### src/rtl/ctrl_pkg.sv
// Shared types and constants for the instruction-sequencing control FSM:
// state encodings, opcodes and ALU operation codes.
package ctrl_pkg;

    typedef enum logic [3:0] {
        S_INIT   = 4'd0,
        S_FETCH  = 4'd1,
        S_DECODE = 4'd2,
        S_NOOP   = 4'd3,
        S_LOAD_A = 4'd4,
        S_LOAD_B = 4'd5,
        S_STORE  = 4'd6,
        S_ADD    = 4'd7,
        S_SUB    = 4'd8,
        S_HALT   = 4'd9
    } state_t;

    localparam logic [3:0] OP_NOOP  = 4'h0;
    localparam logic [3:0] OP_STORE = 4'h1;
    localparam logic [3:0] OP_LOAD  = 4'h2;
    localparam logic [3:0] OP_ADD   = 4'h3;
    localparam logic [3:0] OP_SUB   = 4'h4;
    localparam logic [3:0] OP_HALT  = 4'h5;

    localparam logic [2:0] ALU_PASS_A = 3'b000;
    localparam logic [2:0] ALU_ADD    = 3'b001;
    localparam logic [2:0] ALU_SUB    = 3'b010;

    // Execute state entered from DECODE; unknown opcodes behave as NOOP.
    function automatic state_t op_to_state(input logic [3:0] op);
        case (op)
            OP_STORE: return S_STORE;
            OP_LOAD:  return S_LOAD_A;
            OP_ADD:   return S_ADD;
            OP_SUB:   return S_SUB;
            OP_HALT:  return S_HALT;
            default:  return S_NOOP;
        endcase
    endfunction

endpackage

### src/rtl/ctrl_decode.sv
// Moore output decode: current state plus instruction fields to datapath controls.
// CTRL_LOAD_WAIT_EN splits the load into an address cycle and a write-back cycle.
module ctrl_decode
    import ctrl_pkg::*;
(
    input  state_t      state,
    input  logic [11:0] ir_fields,
    output logic        pc_clr,
    output logic        pc_up,
    output logic        ir_ld,
    output logic [7:0]  d_addr,
    output logic        d_wr,
    output logic        rf_s,
    output logic [3:0]  rf_w_addr,
    output logic [3:0]  rf_ra_addr,
    output logic [3:0]  rf_rb_addr,
    output logic        rf_w_en,
    output logic [2:0]  alu_s0
);

    always_comb begin
        pc_clr     = 1'b0;
        pc_up      = 1'b0;
        ir_ld      = 1'b0;
        d_addr     = 8'h00;
        d_wr       = 1'b0;
        rf_s       = 1'b0;
        rf_w_addr  = 4'h0;
        rf_ra_addr = 4'h0;
        rf_rb_addr = 4'h0;
        rf_w_en    = 1'b0;
        alu_s0     = ALU_PASS_A;
        case (state)
            S_INIT: pc_clr = 1'b1;
            S_FETCH: begin
                pc_up = 1'b1;
                ir_ld = 1'b1;
            end
`ifdef CTRL_LOAD_WAIT_EN
            // Address goes out first; write-back waits for the registered read.
            S_LOAD_A: d_addr = ir_fields[11:4];
            S_LOAD_B: begin
                d_addr    = ir_fields[11:4];
                rf_w_addr = ir_fields[3:0];
                rf_s      = 1'b1;
                rf_w_en   = 1'b1;
            end
`else
            S_LOAD_A: begin
                d_addr    = ir_fields[11:4];
                rf_w_addr = ir_fields[3:0];
                rf_s      = 1'b1;
                rf_w_en   = 1'b1;
            end
`endif
            S_STORE: begin
                d_addr     = ir_fields[7:0];
                rf_ra_addr = ir_fields[11:8];
                d_wr       = 1'b1;
            end
            S_ADD, S_SUB: begin
                rf_ra_addr = ir_fields[11:8];
                rf_rb_addr = ir_fields[7:4];
                rf_w_addr  = ir_fields[3:0];
                rf_w_en    = 1'b1;
                alu_s0     = (state == S_ADD) ? ALU_ADD : ALU_SUB;
            end
            default: ;
        endcase
    end

endmodule

### src/rtl/control_fsm.sv
// Instruction-sequencing control FSM: INIT -> FETCH -> DECODE -> execute -> FETCH.
// Define CTRL_LOAD_WAIT_EN for a two-cycle load (synchronous-read data memory).
module control_fsm
    import ctrl_pkg::*;
(
    input  logic        Clk,
    input  logic        Clr_n,
    input  logic        Run,
    input  logic [15:0] IR,
    output logic        PC_clr,
    output logic        PC_up,
    output logic        IR_ld,
    output logic [7:0]  D_addr,
    output logic        D_wr,
    output logic        RF_s,
    output logic [3:0]  RF_W_addr,
    output logic [3:0]  RF_Ra_addr,
    output logic [3:0]  RF_Rb_addr,
    output logic        RF_W_en,
    output logic [2:0]  ALU_s0,
    output logic [3:0]  outState
);

    state_t state_reg;

    always_ff @(posedge Clk or negedge Clr_n) begin
        if (!Clr_n) begin
            state_reg <= S_INIT;
        end else begin
            case (state_reg)
                S_INIT:   if (Run) state_reg <= S_FETCH;
                S_FETCH:  state_reg <= S_DECODE;
                S_DECODE: state_reg <= op_to_state(IR[15:12]);
`ifdef CTRL_LOAD_WAIT_EN
                S_LOAD_A: state_reg <= S_LOAD_B;
                S_LOAD_B: state_reg <= S_FETCH;
`else
                S_LOAD_A: state_reg <= S_FETCH;
`endif
                S_NOOP, S_STORE, S_ADD, S_SUB: state_reg <= S_FETCH;
                // Only Clr_n leaves HALT.
                S_HALT:   state_reg <= S_HALT;
                default:  state_reg <= S_INIT;
            endcase
        end
    end

    assign outState = state_reg;

    ctrl_decode u_decode (
        .state      (state_reg),
        .ir_fields  (IR[11:0]),
        .pc_clr     (PC_clr),
        .pc_up      (PC_up),
        .ir_ld      (IR_ld),
        .d_addr     (D_addr),
        .d_wr       (D_wr),
        .rf_s       (RF_s),
        .rf_w_addr  (RF_W_addr),
        .rf_ra_addr (RF_Ra_addr),
        .rf_rb_addr (RF_Rb_addr),
        .rf_w_en    (RF_W_en),
        .alu_s0     (ALU_s0)
    );

endmodule

### config.mk
export PLATFORM = sky130hd
export DESIGN_NAME = control_fsm
export DESIGN_NICKNAME = d
export VERILOG_FILES = /design/src/rtl/ctrl_pkg.sv /design/src/rtl/ctrl_decode.sv /design/src/rtl/control_fsm.sv
export SDC_FILE = /design/constraint.sdc
export NUM_CORES = 1
export LEC_CHECK = 0
export ABC_AREA = 1
export BUFFER_PORTS_ARGS = -buffer_cell sky130_fd_sc_hd__buf_2
export CAP_MARGIN = 40
export CORE_MARGIN = 2
export CORE_UTILIZATION = 35
export DETAILED_ROUTE_END_ITERATION = 10
export PLACE_DENSITY = 0.9
export SLEW_MARGIN = 25
export SYNTH_ARGS = -nofsm -noshare
export SYNTH_HDL_FRONTEND = slang
export SYNTH_SLANG_ARGS = --single-unit
### constraint.sdc
create_clock -name Clk -period 1.6 [get_ports Clk]
set_clock_uncertainty 0.15 [all_clocks]
set_input_delay 0.08 -clock Clk [delete_from_list [all_inputs] [get_ports Clk]]
set_output_delay 0.08 -clock Clk [all_outputs]
set_load 0.02 [all_outputs]
==> results of run 1 <==
==> cell type report <==
class,instances,area (um^2),area share [%]
Multi-Input combinational cell,68,368,37.4
Inverter,28,105,10.7
Timing Repair Buffer,57,364,37.0
Sequential cell,4,105,10.7
Clock buffer,3,22.5,2.29
Tap cell,16,20.0,2.03
==> worst max-delay path, stage by stage (launching register included) <==
cell                      delay [ns]
sky130_fd_sc_hd__dfrtp_2        0.44
sky130_fd_sc_hd__nor2_4         0.16
sky130_fd_sc_hd__nand2_2        0.08
sky130_fd_sc_hd__inv_2          0.08
sky130_fd_sc_hd__nor2_4         0.04
sky130_fd_sc_hd__buf_6          0.13
sky130_fd_sc_hd__nor2_2         0.17
sky130_fd_sc_hd__buf_6          0.14
==> repair_timing <==
item | 4_1_cts | 5_1_grt
buffers inserted | 3 | 2
endpoints found under the hold margin | 5 | 0
gates resized for setup | 24 | 20
pin swaps | 6 | 8
setup endpoints to repair | 13 | 23
gates cloned | 0 | 0
hold buffers | 2 | 0
==> final timing paths <==
check,to,slack (ns),cells past startpoint
max,RF_Rb_addr[1],-0.12,7
min,outState[2],0.02,4
max reg2reg,outState[1],0.25,7
min reg2reg,outState[3],0.52,3
max in group asynchronous,outState[3],1.14,2
min in group asynchronous,outState[0],0.03,2
==> per-stage QoR <==
stage | setup TNS (ns) | util (%) | total power, W | setup slack, ns | hold slack, ns
2_1_floorplan | -0.00352 | - | 0.000581 | -0.000879 | -0.366
3_3_place_gp | 0 | 54.3 | 0.000724 | 0.189 | -0.266
3_5_place_dp | 0 | 54.3 | 0.000736 | 0.128 | -0.261
4_1_cts | -0.208 | 62.8 | 0.000950 | -0.0383 | 0.0111
5_1_grt | -2.16 | 66.9 | 0.00109 | -0.184 | 0.0385
6_report | -0.525 | 66.9 | 0.00102 | -0.125 | 0.0206
==> power breakdown <==
group          internal [W]  switching [W]
clock             0.0000840      0.0000433
sequential         0.000139      0.0000586
combinational      0.000270       0.000421
==> logic make-up after synthesis <==
family / share of synthesized area [%]
AOI/OAI and AO/OA: 12.2
DFF: 18.4
other: 0.691
buffers and inverters: 22.1
and+or+nand+nor: 46.5
==> Yosys cell counts (all sizes together) <==
cell type   n  area share [%]
conb        1            0.69
a22oi       1             1.4
nand2      33              25
dfrtp       4              18
a21oi       2             2.5
inv        28              19
o21ai       9             8.3
nor2       17              16
buf         2             2.8
nand3       5             5.5
==> routing by layer <==
layer  global-route usage (%)  routed length [um]  up-vias
li1                         -                   -      409
met1                     17.3                 623      376
met4                     5.45                  61        0
met3                     3.75                 164        7
met5                        0                   0        -
met2                     40.3                1180       49
==> placed cells by master, fill, tap and decap left out, drive strengths merged <==
cell type | Yosys | layout
conb | 1 | 1
inv | 28 | 28
nand2 | 33 | 33
nor2 | 17 | 17
o21ai | 9 | 9
a22oi | 1 | 1
dfrtp | 4 | 4
dlygate4sd3 | 0 | 2
a21oi | 2 | 2
buf | 2 | 55
clkbuf | 0 | 3
nand3 | 5 | 5
==> impl_results.html, run 1 <==
<table>
<tr><th>Metric</th><th>Value</th></tr>
<tr><th colspan="2">Cells and area</th></tr>
<tr><td>Number of flip-flops in the largest register</td><td>4</td></tr>
<tr><td>Fraction of final layout cells with drive strength greater than 1</td><td>58.1%</td></tr>
<tr><td>Area grow syn2layout</td><td>81.3%</td></tr>
<tr><td>Count of placed standard cells in the final layout, fillers left out</td><td>between 150 and 200</td></tr>
<tr><td>Filler Cell Count</td><td>131</td></tr>
<tr><td>Total inserted antenna cells</td><td>0</td></tr>
<tr><td>Number of nets at the end of the flow</td><td>around 180</td></tr>
<tr><td>Final Cell Area</td><td>985 um^2</td></tr>
<tr><th colspan="2">Clocking</th></tr>
<tr><td>Maximum clock path buffer count</td><td>2</td></tr>
<tr><td>Clk Tree Root Cell</td><td>sky130_fd_sc_hd__clkbuf_4</td></tr>
<tr><td>Inserted Clock Buffers</td><td>3</td></tr>
<tr><td>TritonCTS clock tree</td><td>yes</td></tr>
<tr><td>Source-to-sink clock delay at the later pin of the worst-skew pair</td><td>~0.24 ns</td></tr>
<tr><td>Clock-pin slew reported for the worst setup and hold paths after clock tree synthesis</td><td>0.04 ns</td></tr>
<tr><td>Sink count of the clock tree</td><td>4</td></tr>
<tr><td>H-tree levels</td><td>1</td></tr>
<tr><th colspan="2">Route</th></tr>
<tr><td>Residual DRC</td><td>0</td></tr>
<tr><td>Post-detailed-route wirelength per cell</td><td>~12 um</td></tr>
<tr><td>Vias</td><td>around 840</td></tr>
<tr><td>Antenna-violating nets left</td><td>0</td></tr>
<tr><td>Routed Wire Length</td><td>2030 um</td></tr>
<tr><td>Vias per cell</td><td>4.78</td></tr>
<tr><td>Initial DRT Pass Iterations</td><td>4</td></tr>
<tr><td>Violation count after the first detailed-route iteration</td><td>9</td></tr>
<tr><th colspan="2">Floorplanning</th></tr>
<tr><td>Placeable core area</td><td>between 0.001 and 0.0015 mm^2</td></tr>
<tr><td>Number of rows created at floorplan</td><td>14</td></tr>
<tr><td>Width of the die</td><td>43.4 um</td></tr>
<tr><td>I/O pin count</td><td>52</td></tr>
<tr><td>Initial Utilization</td><td>36.9%</td></tr>
<tr><td>Die H</td><td>43.4 um</td></tr>
<tr><td>Overall die area</td><td>0.00188 mm^2</td></tr>
<tr><th colspan="2">Place</th></tr>
<tr><td>Routability-driven placement congestion ratio</td><td>between 0.8 and 0.9</td></tr>
<tr><td>Port Buffers</td><td>50</td></tr>
<tr><td># placed instances</td><td>approximately 170</td></tr>
<tr><td>Area after DPL</td><td>798 um^2</td></tr>
<tr><td>HPWL after detailed placement</td><td>between 1000 and 1500 um</td></tr>
<tr><th colspan="2">Synth</th></tr>
<tr><td>Post-synthesis sequential area ratio</td><td>18.4%</td></tr>
<tr><td>Number of cells produced by synthesis</td><td>102</td></tr>
<tr><td>Yosys cell types</td><td>17</td></tr>
<tr><td>Total of flip-flops plus latches after synthesis</td><td>4</td></tr>
<tr><td>Yosys warnings</td><td>0</td></tr>
<tr><td>Mean instance size in the synthesized netlist</td><td>5.32 um^2</td></tr>
<tr><td>Synthesized netlist net count</td><td>121</td></tr>
<tr><td>Syn Std Cell Area</td><td>approximately 540 um^2</td></tr>
<tr><th colspan="2">Worst setup path</th></tr>
<tr><td>Worst-path fanout max</td><td>4</td></tr>
<tr><td>Launching element of the worst setup path</td><td>outState[0]</td></tr>
<tr><td>Crit Path Category</td><td>reg2out</td></tr>
<tr><td>Startpoint Class</td><td>flop</td></tr>
<tr><td>Worst EP required</td><td>roughly 1.4 ns</td></tr>
<tr><td>RR Startpoint</td><td>outState[0]</td></tr>
<tr><td>Nature of the critical path endpoint</td><td>output pin</td></tr>
<tr><td>Data arrival time at the worst-slack endpoint</td><td>approximately 1.5 ns</td></tr>
<tr><th colspan="2">Status</th></tr>
<tr><td>Failing checks</td><td>negative setup slack</td></tr>
<tr><td>Outcome</td><td>complete, but fails checks</td></tr>
<tr><th colspan="2">GRT</th></tr>
<tr><td>Overflow after GRT</td><td>0</td></tr>
<tr><td>Number of global-route vias before repair</td><td>between 700 and 800</td></tr>
<tr><td>Initial antenna violation count</td><td>0</td></tr>
<tr><td>Maximum number of pins on one net before global-route repair</td><td>7</td></tr>
<tr><td>Wire length of the first global-routing pass</td><td>2730 um</td></tr>
<tr><td>Total GRT Usage</td><td>between 10% and 20%</td></tr>
<tr><th colspan="2">Pwr</th></tr>
<tr><td>Power density relative to cell area</td><td>1030 mW/mm^2</td></tr>
<tr><td>Leakage Power</td><td>between 0.6 and 0.7 nW</td></tr>
<tr><td>Worst IR drop on VDD</td><td>approximately 0.82 mV</td></tr>
<tr><th colspan="2">STA</th></tr>
<tr><td>Number of endpoints with negative hold slack in the final report</td><td>0</td></tr>
<tr><td>Highest clock frequency the design can meet</td><td>0.580 GHz</td></tr>
<tr><td>Tcrit/Tclk final</td><td>108%</td></tr>
<tr><td>Minimum clock period</td><td>~1.7 ns</td></tr>
<tr><td>Setup repair after global routing missed its margin</td><td>yes</td></tr>
<tr><td>Final Slew Violations</td><td>0</td></tr>
<tr><td>Setup WS post-layout</td><td>-0.125 ns</td></tr>
<tr><td>Total of endpoints with negative setup slack in the final report</td><td>14</td></tr>
<tr><th colspan="2">Hold path</th></tr>
<tr><td>Launch instance of the worst min-delay path</td><td>IR[15]</td></tr>
<tr><td>Worst min-delay path category</td><td>in2reg</td></tr>
<tr><th colspan="2">Job</th></tr>
<tr><td>Reported max-cap violation count</td><td>0</td></tr>
</table>
Power figures use the tool's default switching activity.
==> inputs of run 2 (changes only) <==
Settings changed: CELL_PAD_IN_SITES_DETAIL_PLACEMENT set to 2, CELL_PAD_IN_SITES_GLOBAL_PLACEMENT set to 2, CORE_UTILIZATION 35 to 14, GPL_TIMING_DRIVEN set to 0, PLACE_DENSITY 0.9 to 0.87, SKIP_LAST_GASP set to 1.
==> impl_results.html, run 2 (synthesis results as in run 1) <==
<table>
<tr><th>Metric</th><th>Value</th></tr>
<tr><th colspan="2">STA</th></tr>
<tr><td>Setup repair after global routing missed its margin</td><td>yes (unchanged)</td></tr>
<tr><td>Highest clock frequency the design can meet</td><td>0.606 GHz (was 0.580 GHz)</td></tr>
<tr><td>Minimum clock period</td><td>1.65 ns (was 1.72 ns)</td></tr>
<tr><td>Tightest hold margin</td><td>0.0600 ns (was 0.0206 ns)</td></tr>
<tr><td>Number of endpoints with negative hold slack in the final report</td><td>0 (unchanged)</td></tr>
<tr><td>Final Slew Violations</td><td>0 (unchanged)</td></tr>
<tr><td>Setup WS post-layout</td><td>-0.0502 ns (was -0.125 ns)</td></tr>
<tr><td>Total of endpoints with negative setup slack in the final report</td><td>18 (was 14)</td></tr>
<tr><td>Tcrit/Tclk final</td><td>103% (was 108%)</td></tr>
<tr><th colspan="2">Worst setup path</th></tr>
<tr><td>Path depth of the worst reg2reg path</td><td>8 (was 7)</td></tr>
<tr><td>Worst EP required</td><td>1.37 ns (about the same)</td></tr>
<tr><td>Capturing point of the worst reg2reg path</td><td>outState[0] (was outState[1])</td></tr>
<tr><td>Worst-path fanout max</td><td>5 (was 4)</td></tr>
<tr><td>R2r setup slk</td><td>0.13 ns (was 0.25 ns)</td></tr>
<tr><td>Crit Path Category</td><td>reg2out (unchanged)</td></tr>
<tr><td>Data arrival time at the worst-slack endpoint</td><td>1.42 ns (was 1.49 ns)</td></tr>
<tr><td>Nature of the critical path endpoint</td><td>output pin (unchanged)</td></tr>
<tr><td>RR Startpoint</td><td>outState[2] (was outState[0])</td></tr>
<tr><td>Startpoint Class</td><td>flop (unchanged)</td></tr>
<tr><th colspan="2">GRT</th></tr>
<tr><td>Number of global-route vias before repair</td><td>866 (was 715)</td></tr>
<tr><td>Initial antenna violation count</td><td>0 (unchanged)</td></tr>
<tr><td>Maximum number of pins on one net before global-route repair</td><td>7 (unchanged)</td></tr>
<tr><td>Wire length of the first global-routing pass</td><td>3820 um (was 2730 um)</td></tr>
<tr><td>Total GRT Usage</td><td>11.3% (was 18.9%)</td></tr>
<tr><td>Overflow after GRT</td><td>0 (unchanged)</td></tr>
<tr><th colspan="2">Route</th></tr>
<tr><td>Post-detailed-route wirelength per cell</td><td>12.6 um (was 11.6 um)</td></tr>
<tr><td>Initial DRT Pass Iterations</td><td>4 (unchanged)</td></tr>
<tr><td>Antenna-violating nets left</td><td>0 (unchanged)</td></tr>
<tr><td>Routed Wire Length</td><td>2720 um (was 2030 um)</td></tr>
<tr><td>Residual DRC</td><td>0 (unchanged)</td></tr>
<tr><td>Vias per cell</td><td>4.14 (was 4.78)</td></tr>
<tr><td>Vias</td><td>894 (was 841)</td></tr>
<tr><td>Violation count after the first detailed-route iteration</td><td>10 (was 9)</td></tr>
<tr><th colspan="2">Cells and area</th></tr>
<tr><td>Area grow syn2layout</td><td>127% (was 81.3%)</td></tr>
<tr><td>Number of nets at the end of the flow</td><td>189 (was 181)</td></tr>
<tr><td>Fraction of final layout cells with drive strength greater than 1</td><td>68.5% (was 58.1%)</td></tr>
<tr><td>Commonest cells after routing, fill and taps aside</td><td>sky130_fd_sc_hd__buf_2 (31), sky130_fd_sc_hd__nand2_1 (17), sky130_fd_sc_hd__buf_6 (17) (was sky130_fd_sc_hd__buf_2 (41), sky130_fd_sc_hd__nand2_1 (24), sky130_fd_sc_hd__inv_1 (17))</td></tr>
<tr><td>Total inserted antenna cells</td><td>0 (unchanged)</td></tr>
<tr><td>Core occupancy in the finished layout</td><td>33.4% (was 66.9%)</td></tr>
<tr><td>Number of flip-flops in the largest register</td><td>4 (unchanged)</td></tr>
<tr><td>Most frequent standard cell in the layout excluding fill and tap cells</td><td>sky130_fd_sc_hd__buf_2 (unchanged)</td></tr>
<tr><th colspan="2">Clocking</th></tr>
<tr><td>Maximum clock path buffer count</td><td>2 (unchanged)</td></tr>
<tr><td>Source-to-sink clock delay at the later pin of the worst-skew pair</td><td>0.22 ns (was 0.24 ns)</td></tr>
<tr><td>Sink count of the clock tree</td><td>4 (unchanged)</td></tr>
<tr><td>Clk Tree Root Cell</td><td>sky130_fd_sc_hd__clkbuf_8 (was sky130_fd_sc_hd__clkbuf_4)</td></tr>
<tr><td>TritonCTS clock tree</td><td>yes (unchanged)</td></tr>
<tr><td>H-tree levels</td><td>1 (unchanged)</td></tr>
<tr><td>Clock-pin slew reported for the worst setup and hold paths after clock tree synthesis</td><td>0.03 ns (was 0.04 ns)</td></tr>
<tr><td>Inserted Clock Buffers</td><td>3 (unchanged)</td></tr>
<tr><th colspan="2">Floorplanning</th></tr>
<tr><td>Initial Utilization</td><td>14.7% (was 36.9%)</td></tr>
<tr><td>Die H</td><td>66.3 um (was 43.4 um)</td></tr>
<tr><td>Width of the die</td><td>66.3 um (was 43.4 um)</td></tr>
<tr><td>Overall die area</td><td>0.00439 mm^2 (was 0.00188 mm^2)</td></tr>
<tr><td>Number of rows created at floorplan</td><td>22 (was 14)</td></tr>
<tr><td>I/O pin count</td><td>52 (unchanged)</td></tr>
<tr><td>Placeable core area</td><td>0.00369 mm^2 (was 0.00147 mm^2)</td></tr>
<tr><th colspan="2">Place</th></tr>
<tr><td>Worst setup slack before clock tree synthesis</td><td>0.0163 ns (was 0.128 ns)</td></tr>
<tr><td>HPWL after detailed placement</td><td>1920 um (was 1360 um)</td></tr>
<tr><td>Port Buffers</td><td>50 (unchanged)</td></tr>
<tr><td>Routability-driven placement congestion ratio</td><td>0.788 (was 0.862)</td></tr>
<tr><th colspan="2">Status</th></tr>
<tr><td>Failing checks</td><td>negative setup slack (unchanged)</td></tr>
<tr><td>Outcome</td><td>complete, but fails checks (unchanged)</td></tr>
<tr><th colspan="2">Job</th></tr>
<tr><td>Reported max-cap violation count</td><td>0 (unchanged)</td></tr>
<tr><th colspan="2">Pwr</th></tr>
<tr><td>Worst IR drop on VDD</td><td>0.401 mV (was 0.823 mV)</td></tr>
<tr><td>Power density relative to cell area</td><td>963 mW/mm^2 (was 1030 mW/mm^2)</td></tr>
<tr><td>Leakage Power</td><td>0.748 nW (was 0.660 nW)</td></tr>
<tr><td>Sum of internal, switching and leakage power</td><td>0.00119 W (was 0.00102 W)</td></tr>
<tr><th colspan="2">Hold path</th></tr>
<tr><td>Worst min-delay path category</td><td>in2async (was in2reg)</td></tr>
</table>
[run 2: cell count changes in the layout (fill, tap and decap cells not counted), sizes merged]
cell	previous run	this run
buf	55	63
[run 2: worst max path at each step]
stage | start | to | slack (ns) | cells after the start
4_1_cts | outState[2] | D_addr[4] | -0.04 | 7
6_report | outState[1] | RF_W_addr[1] | -0.05 | 9
5_1_grt | outState[2] | D_addr[4] | -0.13 | 7
2_1_floorplan | outState[0] | D_addr[0] | -0.0009 | 3
3_3_place_gp | outState[0] | D_addr[4] | 0.02 | 6
3_5_place_dp | outState[0] | D_addr[4] | 0.02 | 6
[run 2: metal layers]
| metal | global-route usage [%] | vias to the layer above | routed length, um |
|---|---|---|---|
| met3 | 2.04 | 6 | 163 |
| met4 | 6.89 | 0 | 61 |
| met2 | 21.4 | 38 | 1580 |
| li1 | - | 429 | - |
| met1 | 11.2 | 421 | 918 |
| met5 | 0 | - | 0 |
[run 2: stage by stage]
stage | cell area, um^2 | TNS (ns) | std cells
after floorplan | 543 | -0.00352 | 102
after global placement | 853 | 0 | 200
final | 1230 | -0.530 | 216
after global routing | 1230 | -2.08 | 216
after CTS | 983 | -0.333 | 208
after detailed placement | 853 | 0 | 200
[run 2: layout make-up]
type                       count  area, um^2
clock buffer                   3        41.3
fill                         465        2460
multi-input combinational     68         432
tap                           48        60.1
buffer                         2        15.0
sequential                     4         105
inverter                      28         115
timing repair buffer          63         464
[run 2: what timing repair did]
item / in CTS / in global routing
resized for setup: 20 / 71
setup endpoints to repair: 19 / 22
hold endpoints to repair: 5 / 0
hold buffers: 2 / 0
pin swaps: 5 / 7
setup buffers: 3 / 8
[run 2: critical path: stages (launching register included)]
cell	delay (ns)
sky130_fd_sc_hd__dfrtp_2	0.44
sky130_fd_sc_hd__nand2_2	0.08
sky130_fd_sc_hd__inv_2	0.04
sky130_fd_sc_hd__nand2_2	0.07
sky130_fd_sc_hd__inv_2	0.05
sky130_fd_sc_hd__nor2_4	0.17
sky130_fd_sc_hd__nand2_4	0.09
sky130_fd_sc_hd__nand2_1	0.09
sky130_fd_sc_hd__inv_2	0.04
sky130_fd_sc_hd__buf_6	0.12
[run 2: power by group]
group          switching, W  total [W]  internal [W]
registers         0.0000607   0.000200      0.000139
logic              0.000469   0.000778      0.000309
clock network     0.0000492   0.000209      0.000160
==> inputs of run 3 (changes only) <==
Settings changed: GPL_TIMING_DRIVEN 0 to unset.
==> impl_results.html, run 3 (synthesis results as in run 1) <==
<table>
<tr><th>Metric</th><th>Value</th></tr>
<tr><th colspan="2">Route</th></tr>
<tr><td>Antenna-violating nets left</td><td>0 (unchanged)</td></tr>
<tr><td>Violation count after the first detailed-route iteration</td><td>6 (was 10)</td></tr>
<tr><td>Residual DRC</td><td>0 (unchanged)</td></tr>
<tr><td>Vias per cell</td><td>3.95 (was 4.14)</td></tr>
<tr><td>Initial DRT Pass Iterations</td><td>4 (unchanged)</td></tr>
<tr><td>Routed Wire Length</td><td>2720 um (about the same)</td></tr>
<tr><td>Vias</td><td>862 (was 894)</td></tr>
<tr><td>Post-detailed-route wirelength per cell</td><td>12.5 um (was 12.6 um)</td></tr>
<tr><th colspan="2">Pwr</th></tr>
<tr><td>Worst IR drop on VDD</td><td>0.429 mV (was 0.401 mV)</td></tr>
<tr><td>Power density relative to cell area</td><td>1030 mW/mm^2 (was 963 mW/mm^2)</td></tr>
<tr><td>Relative contribution of combinational cells to total power</td><td>66.1% (was 65.5%)</td></tr>
<tr><td>Leakage Power</td><td>0.745 nW (was 0.748 nW)</td></tr>
<tr><td>Internal</td><td>0.000625 W (was 0.000608 W)</td></tr>
<tr><td>Sequential group share of total power</td><td>16.0% (was 16.8%)</td></tr>
<tr><td>Switching power summed over all nets</td><td>0.000575 W (was 0.000578 W)</td></tr>
<tr><td>Net Sw Frac</td><td>47.9% (was 48.7%)</td></tr>
<tr><td>Clock network fraction of total power</td><td>17.9% (was 17.6%)</td></tr>
<tr><th colspan="2">Job</th></tr>
<tr><td>Reported max-cap violation count</td><td>0 (unchanged)</td></tr>
<tr><th colspan="2">Place</th></tr>
<tr><td>Port Buffers</td><td>50 (unchanged)</td></tr>
<tr><td>Worst setup slack before clock tree synthesis</td><td>0.0454 ns (was 0.0163 ns)</td></tr>
<tr><td>Routability-driven placement congestion ratio</td><td>0.729 (was 0.788)</td></tr>
<tr><td>Area after DPL</td><td>838 um^2 (was 853 um^2)</td></tr>
<tr><td>HPWL after detailed placement</td><td>1950 um (was 1920 um)</td></tr>
<tr><th colspan="2">Cells and area</th></tr>
<tr><td>Total inserted antenna cells</td><td>0 (unchanged)</td></tr>
<tr><td>Flip-flop and latch area</td><td>103 um^2 (was 105 um^2)</td></tr>
<tr><td>Final Cell Area</td><td>0.00116 mm^2 (was 0.00123 mm^2)</td></tr>
<tr><td>Commonest cells after routing, fill and taps aside</td><td>sky130_fd_sc_hd__buf_2 (36), sky130_fd_sc_hd__nand2_1 (23), sky130_fd_sc_hd__buf_4 (20) (was sky130_fd_sc_hd__buf_2 (31), sky130_fd_sc_hd__nand2_1 (17), sky130_fd_sc_hd__buf_6 (17))</td></tr>
<tr><td>Most frequent standard cell in the layout excluding fill and tap cells</td><td>sky130_fd_sc_hd__buf_2 (unchanged)</td></tr>
<tr><td>Number of flip-flops in the largest register</td><td>4 (unchanged)</td></tr>
<tr><td>Multi-input gate area in the final layout</td><td>400 um^2 (was 432 um^2)</td></tr>
<tr><td>Core occupancy in the finished layout</td><td>31.5% (was 33.4%)</td></tr>
<tr><td>Fraction of final layout cells with drive strength greater than 1</td><td>61.2% (was 68.5%)</td></tr>
<tr><td>Number of nets at the end of the flow</td><td>191 (was 189)</td></tr>
<tr><td>Area grow syn2layout</td><td>114% (was 127%)</td></tr>
<tr><td>Filler Cell Count</td><td>458 (was 465)</td></tr>
<tr><th colspan="2">GRT</th></tr>
<tr><td>Wire length of the first global-routing pass</td><td>4110 um (was 3820 um)</td></tr>
<tr><td>Number of global-route vias before repair</td><td>933 (was 866)</td></tr>
<tr><td>Overflow after GRT</td><td>0 (unchanged)</td></tr>
<tr><td>Total GRT Usage</td><td>12.2% (was 11.3%)</td></tr>
<tr><td>Initial antenna violation count</td><td>0 (unchanged)</td></tr>
<tr><td>Maximum number of pins on one net before global-route repair</td><td>7 (unchanged)</td></tr>
<tr><th colspan="2">STA</th></tr>
<tr><td>Total of endpoints with negative setup slack in the final report</td><td>17 (was 18)</td></tr>
<tr><td>Number of endpoints with negative hold slack in the final report</td><td>0 (unchanged)</td></tr>
<tr><td>Setup WS post-layout</td><td>-0.0578 ns (was -0.0502 ns)</td></tr>
<tr><td>Final Slew Violations</td><td>0 (unchanged)</td></tr>
<tr><td>Tcrit/Tclk final</td><td>104% (was 103%)</td></tr>
<tr><td>Tightest hold margin</td><td>0.0408 ns (was 0.0600 ns)</td></tr>
<tr><td>Setup repair after global routing missed its margin</td><td>yes (unchanged)</td></tr>
<tr><td>Highest clock frequency the design can meet</td><td>0.603 GHz (was 0.606 GHz)</td></tr>
<tr><td>Minimum clock period</td><td>1.66 ns (was 1.65 ns)</td></tr>
<tr><th colspan="2">Clocking</th></tr>
<tr><td>Clk Tree Root Cell</td><td>sky130_fd_sc_hd__clkbuf_8 (unchanged)</td></tr>
<tr><td>Maximum clock path buffer count</td><td>2 (unchanged)</td></tr>
<tr><td>Sink count of the clock tree</td><td>4 (unchanged)</td></tr>
<tr><td>Inserted Clock Buffers</td><td>3 (unchanged)</td></tr>
<tr><td>Source-to-sink clock delay at the later pin of the worst-skew pair</td><td>0.22 ns (about the same)</td></tr>
<tr><td>H-tree levels</td><td>1 (unchanged)</td></tr>
<tr><td>TritonCTS clock tree</td><td>yes (unchanged)</td></tr>
<tr><td>Clock-pin slew reported for the worst setup and hold paths after clock tree synthesis</td><td>0.03 ns (about the same)</td></tr>
<tr><th colspan="2">Worst setup path</th></tr>
<tr><td>Longest individual stage delay on the worst path</td><td>0.41 ns (was 0.44 ns)</td></tr>
<tr><td>Most used cell along the critical path</td><td>sky130_fd_sc_hd__inv_2 (unchanged)</td></tr>
<tr><td>Crit Path Category</td><td>reg2out (unchanged)</td></tr>
<tr><td>Nature of the critical path endpoint</td><td>output pin (unchanged)</td></tr>
<tr><td>Startpoint Class</td><td>flop (unchanged)</td></tr>
<tr><td>Worst EP required</td><td>1.37 ns (about the same)</td></tr>
<tr><td>Worst-path fanout max</td><td>6 (was 5)</td></tr>
<tr><td>Data arrival time at the worst-slack endpoint</td><td>1.43 ns (was 1.42 ns)</td></tr>
<tr><td>Master of the slowest instance on the critical path</td><td>sky130_fd_sc_hd__dfrtp_1 (was sky130_fd_sc_hd__dfrtp_2)</td></tr>
<tr><td>Crit-path cells</td><td>inv_2 &gt; nor2_4 &gt; nand2_4 &gt; inv_2 &gt; nand2_1 &gt; o21ai_0 &gt; buf_2 (was nand2_2 &gt; inv_2 &gt; nand2_2 &gt; inv_2 &gt; nor2_4 &gt; nand2_4 &gt; nand2_1 &gt; inv_2 &gt; buf_6)</td></tr>
<tr><th colspan="2">Floorplanning</th></tr>
<tr><td>Number of rows created at floorplan</td><td>22 (unchanged)</td></tr>
<tr><td>Initial Utilization</td><td>14.7% (unchanged)</td></tr>
<tr><td>I/O pin count</td><td>52 (unchanged)</td></tr>
<tr><td>Die H</td><td>66.3 um (unchanged)</td></tr>
<tr><td>Overall die area</td><td>0.00439 mm^2 (unchanged)</td></tr>
<tr><td>Width of the die</td><td>66.3 um (unchanged)</td></tr>
<tr><td>Placeable core area</td><td>0.00369 mm^2 (unchanged)</td></tr>
<tr><th colspan="2">Status</th></tr>
<tr><td>Outcome</td><td>complete, but fails checks (unchanged)</td></tr>
<tr><td>Failing checks</td><td>negative setup slack (unchanged)</td></tr>
<tr><th colspan="2">Hold path</th></tr>
<tr><td>Worst min-delay path category</td><td>in2async (unchanged)</td></tr>
</table>
run 3: cell count changes in the layout (fill, tap and decap cells not counted), moves of 5 or more:
cell                      before  now
sky130_fd_sc_hd__buf_4        15   20
sky130_fd_sc_hd__nand2_1      17   23
sky130_fd_sc_hd__buf_2        31   36
sky130_fd_sc_hd__buf_6        17    9
sky130_fd_sc_hd__nand2_2      12    7
sky130_fd_sc_hd__o21ai_0       3    8
sky130_fd_sc_hd__o21ai_2       5    0
run 3: power by group through the flow:
stage | combinational, W | sequential [W] | clock (W)
CTS | 0.000723 | 0.000192 | 0.000222
finish | 0.000794 | 0.000192 | 0.000215
global placement | 0.000572 | 0.000175 | 0
floorplan | 0.000372 | 0.000208 | 0
global route | 0.000869 | 0.000200 | 0.000228
detailed placement | 0.000580 | 0.000178 | 0
run 3: timing repair:
item | in CTS | in global routing
cloned | 0 | 0
hold endpoints to repair | 5 | 0
resized for setup | 26 | 31
hold buffers | 2 | 0
setup buffers | 14 | 1
setup endpoints to repair | 21 | 25
pin swaps | 9 | 11
run 3: through the flow:
| stage | std cells | power [W] | setup TNS [ns] |
|---|---|---|---|
| 5_1_grt | 218 | 0.00130 | -2.58 |
| 6_report | 218 | 0.00120 | -0.586 |
| 3_3_place_gp | 198 | 0.000747 | 0 |
| 4_1_cts | 217 | 0.00114 | -0.287 |
| 2_1_floorplan | 102 | 0.000581 | -0.00352 |
| 3_5_place_dp | 198 | 0.000758 | 0 |
run 3: path summary, 6_finish.rpt:
path                             start          end  slack (ns)  cells past startpoint
max                        outState[2]    D_addr[0]       -0.06                      7
min                              Clr_n  outState[2]        0.04                      2
max reg2reg                outState[3]  outState[0]        0.01                      9
min reg2reg                outState[2]  outState[3]        0.54                      3
max in group asynchronous        Clr_n  outState[1]        1.12                      2
min in group Clk                IR[15]  outState[2]        0.06                      4
run 3: routing by layer:
layer  routed length [um]  vias up  track usage (%)
met2                 1510       37             23.0
met3                  154        7             1.87
met5                    0        -                0
met4                   61        0             6.38
met1                  996      386             12.7
li1                     -      432                -
run 3: final cells by class:
class                           count  share of cell area, %
Timing Repair Buffer               67                   38.8
Multi-Input combinational cell     68                   34.4
Inverter                           28                   9.25
Sequential cell                     4                   8.82
Tap cell                           48                   5.16
Clock buffer                        3                   3.55
run 3: worst max-delay path: cells and delay by family (launching register included):
kind | cells | cell delay (ns)
flip-flops | 1 | 0.41
buffers and inverters | 3 | 0.36
AND/OR/NAND/NOR | 3 | 0.34
AO/OA/AOI/OAI | 1 | 0.09
